### src/rtl/core_pkg.sv
// Shared core definitions: default bank geometry and the register-index / data-word types.
package core_pkg;

    localparam int DEF_WIDTH = 32;
    localparam int DEF_NREGS = 32;

    typedef logic [$clog2(DEF_NREGS)-1:0] reg_idx_t;
    typedef logic [DEF_WIDTH-1:0]         word_t;

endpackage

### src/rtl/regfile_sb_counter.sv
// sb_counter: one pending-write counter; increments on inc, decrements on dec, holds when both.
// Saturates at all-ones and never wraps below zero.
module sb_counter #(
    parameter int CNT_W = 2
) (
    input  logic             clk,
    input  logic             rst,
    input  logic             inc,
    input  logic             dec,
    output logic [CNT_W-1:0] cnt,
    output logic             inc_ok
);

    localparam logic [CNT_W-1:0] CNT_MAX = '1;

    logic [CNT_W-1:0] cnt_reg;
    logic [CNT_W-1:0] cnt_next;
    logic             do_inc;
    logic             do_dec;

    always_comb begin
        do_inc   = inc & (cnt_reg != CNT_MAX);
        do_dec   = dec & (cnt_reg != '0);
        cnt_next = cnt_reg;
        if (do_inc && !do_dec) begin
            cnt_next = cnt_reg + 1'b1;
        end else if (do_dec && !do_inc) begin
            cnt_next = cnt_reg - 1'b1;
        end
    end

    always_ff @(posedge clk or negedge rst) begin
        if (!rst) begin
            cnt_reg <= '0;
        end else begin
            cnt_reg <= cnt_next;
        end
    end

    assign cnt    = cnt_reg;
    assign inc_ok = (cnt_reg != CNT_MAX);

endmodule

### src/rtl/regfile_sb.sv
// regfile_sb: register bank with NRD combinational read ports, one WB write port and a
// per-register in-flight-write scoreboard. Define REGFILE_BYPASS_EN for WB-to-read forwarding.
module regfile_sb
    import core_pkg::*;
#(
    parameter int WIDTH = DEF_WIDTH,
    parameter int NREGS = DEF_NREGS,
    parameter int NRD   = 2,
    parameter int CNT_W = 2
) (
    input  logic                           clk,
    input  logic                           rst,
    input  logic [NRD*$clog2(NREGS)-1:0]   ra,
    output logic [NRD*WIDTH-1:0]           rd_data,
    output logic [NRD-1:0]                 rd_busy,
    output logic                           stall,
    input  logic [NRD-1:0]                 ra_en,
    input  logic                           iss_valid,
    input  logic [$clog2(NREGS)-1:0]       iss_rd,
    output logic                           iss_ready,
    input  logic                           we,
    input  logic [$clog2(NREGS)-1:0]       wa,
    input  logic [WIDTH-1:0]               wd,
    output logic [NREGS*WIDTH-1:0]         dbg_regs
);

    localparam int AW = $clog2(NREGS);

    logic [NREGS-1:0][WIDTH-1:0] bank_view;
    logic [NREGS-1:0][CNT_W-1:0] cnt_view;
    logic [NREGS-1:0]            inc_ok_vec;
    logic                        iss_acc;

    // r0 has no storage and no counter: it reads as zero and is never busy.
    assign bank_view[0]  = '0;
    assign cnt_view[0]   = '0;
    assign inc_ok_vec[0] = 1'b1;

    assign iss_ready = inc_ok_vec[iss_rd] | (iss_rd == '0);
    assign iss_acc   = iss_valid & iss_ready & (iss_rd != '0);

    generate
        for (genvar gi = 1; gi < NREGS; gi++) begin : g_reg
            logic [WIDTH-1:0] word_reg;
            logic             wr_hit;
            logic             iss_hit;

            assign wr_hit  = we & (wa == AW'(gi));
            assign iss_hit = iss_acc & (iss_rd == AW'(gi));

            always_ff @(posedge clk or negedge rst) begin
                if (!rst) begin
                    word_reg <= '0;
                end else if (wr_hit) begin
                    word_reg <= wd;
                end
            end

            // A write with no pending count is untracked; the counter ignores dec at zero.
            sb_counter #(
                .CNT_W (CNT_W)
            ) u_cnt (
                .clk    (clk),
                .rst    (rst),
                .inc    (iss_hit),
                .dec    (wr_hit),
                .cnt    (cnt_view[gi]),
                .inc_ok (inc_ok_vec[gi])
            );

            assign bank_view[gi] = word_reg;
        end
    endgenerate

    generate
        for (genvar gi = 0; gi < NRD; gi++) begin : g_rd
            logic [AW-1:0] addr;
            logic          pend;

            assign addr = ra[gi*AW +: AW];
            assign pend = (cnt_view[addr] != '0) & (addr != '0);
`ifdef REGFILE_BYPASS_EN
            logic hit;
            assign hit = we & (wa == addr) & (addr != '0);
            // Forward WB data and drop busy when this write retires the last pending count.
            assign rd_data[gi*WIDTH +: WIDTH] = hit ? wd : bank_view[addr];
            assign rd_busy[gi] = pend & ~(hit & (cnt_view[addr] == CNT_W'(1)));
`else
            assign rd_data[gi*WIDTH +: WIDTH] = bank_view[addr];
            assign rd_busy[gi] = pend;
`endif
        end
    endgenerate

    assign stall    = |(rd_busy & ra_en);
    assign dbg_regs = bank_view;

endmodule

### config.mk
export PLATFORM = sky130hd
export DESIGN_NAME = regfile_sb
export DESIGN_NICKNAME = d
export VERILOG_FILES = /design/src/rtl/core_pkg.sv /design/src/rtl/regfile_sb_counter.sv /design/src/rtl/regfile_sb.sv
export SDC_FILE = /design/constraint.sdc
export NUM_CORES = 2
export LEC_CHECK = 0
export ABC_AREA = 1
export BUFFER_PORTS_ARGS = -buffer_cell sky130_fd_sc_hd__buf_2
export CAP_MARGIN = 10
export CORE_AREA = 4 4 449 451
export CTS_CLUSTER_SIZE = 8
export DETAILED_ROUTE_END_ITERATION = 7
export DIE_AREA = 0 0 453 455
export SLEW_MARGIN = 5
export SYNTH_ARGS = -nofsm -noshare
export SYNTH_HDL_FRONTEND = slang
export SYNTH_SLANG_ARGS = --single-unit
### constraint.sdc
create_clock -name clk -period 2.35 [get_ports clk]
set_input_delay 0.235 -clock clk [delete_from_list [all_inputs] [get_ports clk]]
set_output_delay 0.235 -clock clk [all_outputs]
set_load 0.05 [all_outputs]
==> flow_summary.ini <==
[placed_design]
hpwl_um = 354000
portBuffers = 1117
place_congestion = 1.05
place_area_um2 = 74900

[worst_setup_path]
max_stage_delay_ns = 0.41
cp.depth = 9
critPathMaxFanout = 2
reg2reg_depth = 15
worst_setup_path_start_kind = flip-flop
worstPathRequired_ns = 2.12
crit_slowest_cell = dfrtp_1
critPathTopFamily = buffers and inverters
crit_type = flip-flop to primary output
crit_chain = buf_6, o211ai_1, nand4_1, o211ai_1, buf_4, nand3_4, buf_6, and2_4, buf_8
critPathBufInv = 4
end_kind = primary output
worst-endpoint-arrival_ns = 2.74

[final_layout]
final_cell_area_um2 = 87700
multi_input_area_um2 = 30800
regArea_um2 = 26500
largest_register_ffs = 992
finalNetCount = 9832
layout_common_cells = nand2_1 (1737), o21ai_0 (1210), buf_4 (1161), buf_2 (1040), dfrtp_1 (923)
final_common_cell = nand2_1
drive_above_1_share = 0.397
fillers = 19800
syn_to_final_growth_pct = 52.7

[power]
leakagePower_nw = 40.7
ir_drop_v = 0.000813
power_density_nw_per_um2 = 1040
fin_total_pwr_mw = 91.4

[synth]
syn_area_per_cell_um2 = 7.53
yosysSeqAreaShare = 0.459
yosysUniqueCellTypes = 38
ys_ff_latch = 1054
yosysWarnings = 0
syn_inst = 7631
synth_area_um2 = 57400

[cts]
cts_tree = built
cts_root_buf = clkbuf_16
cts_buffer_depth = 3
clock_latency_ns = 0.86
path_clk_slew_ns = 0.05
numCtsBuffers = 154
cts_sinks = 1054
htreeDepth = 4

[floorplanning]
initial_core_util = 0.291
ios = 1150
fp.dieH_um = 455
die_x_um = 453
core_area_um2 = 197000
rows = 163
dieArea_um2 = 206000

[timing]
min_period_over_period = 1.27
finClkSkew_ns = 0.0159
setup_tns_ns = -20.28
hold_violations = 0
worst_slack_ns = -0.629
fin_hold_ws_ns = 0.0608
finalMaxSlewViolations = 0
clock.fmax_mhz = 336
min_period_ns = 2.98
setup_viol = 79
slew_headroom = 0.213
worst_pin_slew_ns = 1.18
rsz0062_at_grt = true

[worst_hold_path]
whs_path_depth = 4
hold_path_class = input port to flip-flop

[detailed_routing]
antenna_left = 0
dr.pass1.iters = 6
routed_wl_um = 461000
vias_per_cell = 5.81
drtIter0Drc = 10200
wl_per_cell_um = 37.0
num_vias = 72400
post-route-drc-count = 0

[global_route]
track_usage = 0.428
grt_max_degree = 79
grt_remaining_overflow = 0
grt_pass1_vias = 66300
antenna_found_initial = 51
grt_first_pass_wirelength_um = 602000

[status]
violations = setup timing
status = finished with violations

[flow_run]
maxCapViolCount = 0
## power by group
part	switching (mW)	leakage [nW]	internal (mW)	total, mW
sequential	4.35	12.8	22.3	26.7
combinational	31.4	25.8	11.8	43.2
clock	9.36	2.12	12.1	21.5
## cell families (layout without fill, tap and decap cells)
family                     Yosys count  count (layout)  share of synthesized area
AOI/OAI and AO/OA                 2677            2677                      0.253
and+or+nand+nor                   2564            2564                      0.179
buffers and inverters             1242            3362                     0.0919
DFF                               1054            1054                      0.459
xor gates and xnor gates            62              62                    0.00946
adders and majority gates           31              31                    0.00675
other                                1              61                  0.0000653
## final cells by class
type | count | area share
multi-input combinational | 5366 | 0.351
sequential | 1054 | 0.303
timing repair buffer | 2599 | 0.234
clock buffer | 175 | 0.0453
tap | 2640 | 0.0377
inverter | 568 | 0.0247
clock inverter | 20 | 0.00427
antenna | 29 | 0.000827
## metal layers
metal	vias to the layer above	GRT usage	share of wire
met2	5527	0.616	0.41
met4	10	0.345	0.10
met1	35600	0.533	0.37
met5	-	0	0.00023
met3	1390	0.125	0.12
li1	29900	-	-
## path summary, 6_finish.rpt
kind | from | endpoint | slack [ns]
min in group asynchronous | rst | g_reg[27].word_reg[24]$_DFFE_PN0P_ | 0.10
hold / removal | wd[16] | g_reg[23].word_reg[16]$_DFFE_PN0P_ | 0.06
setup reg to reg | g_reg[6].u_cnt.cnt[0]$_DFFE_PN0P_ | g_reg[12].u_cnt.cnt[1]$_DFFE_PN0P_ | -0.07
max in group asynchronous | rst | g_reg[24].word_reg[5]$_DFFE_PN0P_ | 1.54
hold reg to reg | g_reg[25].u_cnt.cnt[0]$_DFFE_PN0P_ | g_reg[25].u_cnt.cnt[0]$_DFFE_PN0P_ | 0.51
setup / recovery | g_reg[10].word_reg[15]$_DFFE_PN0P_ | rd_data[47] | -0.63
## tightest hold or removal path, cell delays in order
cell	delay [ns]
buf_2	0.13
buf_4	0.28
nand2_1	0.13
o21ai_0	0.08
## stage by stage
step | instances | setup WS [ns] | util
after floorplan | 7662 | 0.0524 | -
after global placement | 11900 | -0.973 | 0.380
after detailed placement | 11900 | -0.943 | 0.380
after CTS | 12300 | -0.718 | 0.429
after global routing | 12400 | -0.651 | 0.444
final | 12500 | -0.629 | 0.445
## Yosys cell counts, drive strengths merged
cell,instances,area [um^2]
a211oi,20,150
o21ai,1687,8440
buf,326,1830
o21a,8,60.1
dfrtp,1054,26400
nor3,3,15.0
o211ai,102,766
and2,3,18.8
nor2,257,1110
nand4,44,275
a221oi,40,350
nand2,1945,7310
ha,31,388
conb,1,3.75
o22ai,82,513
inv,566,2130
nand3,311,1560
clkinv,2,7.51
clkbuf,348,1310
xnor2,45,394
a21oi,567,2840
o221ai,107,937
or2,1,6.26
a31oi,10,62.6
xor2,17,149
o2111ai,4,35.0
a22oi,35,263
a211o,15,131
## what timing repair did
item	CTS	global route
pin swaps	313	369
hold buffers	35	0
buffers inserted	263	126
resized for setup	1221	701
setup endpoints to repair	76	102
hold endpoints to repair	1030	0
cloned	1	3
(Power assumes the default switching activity.)
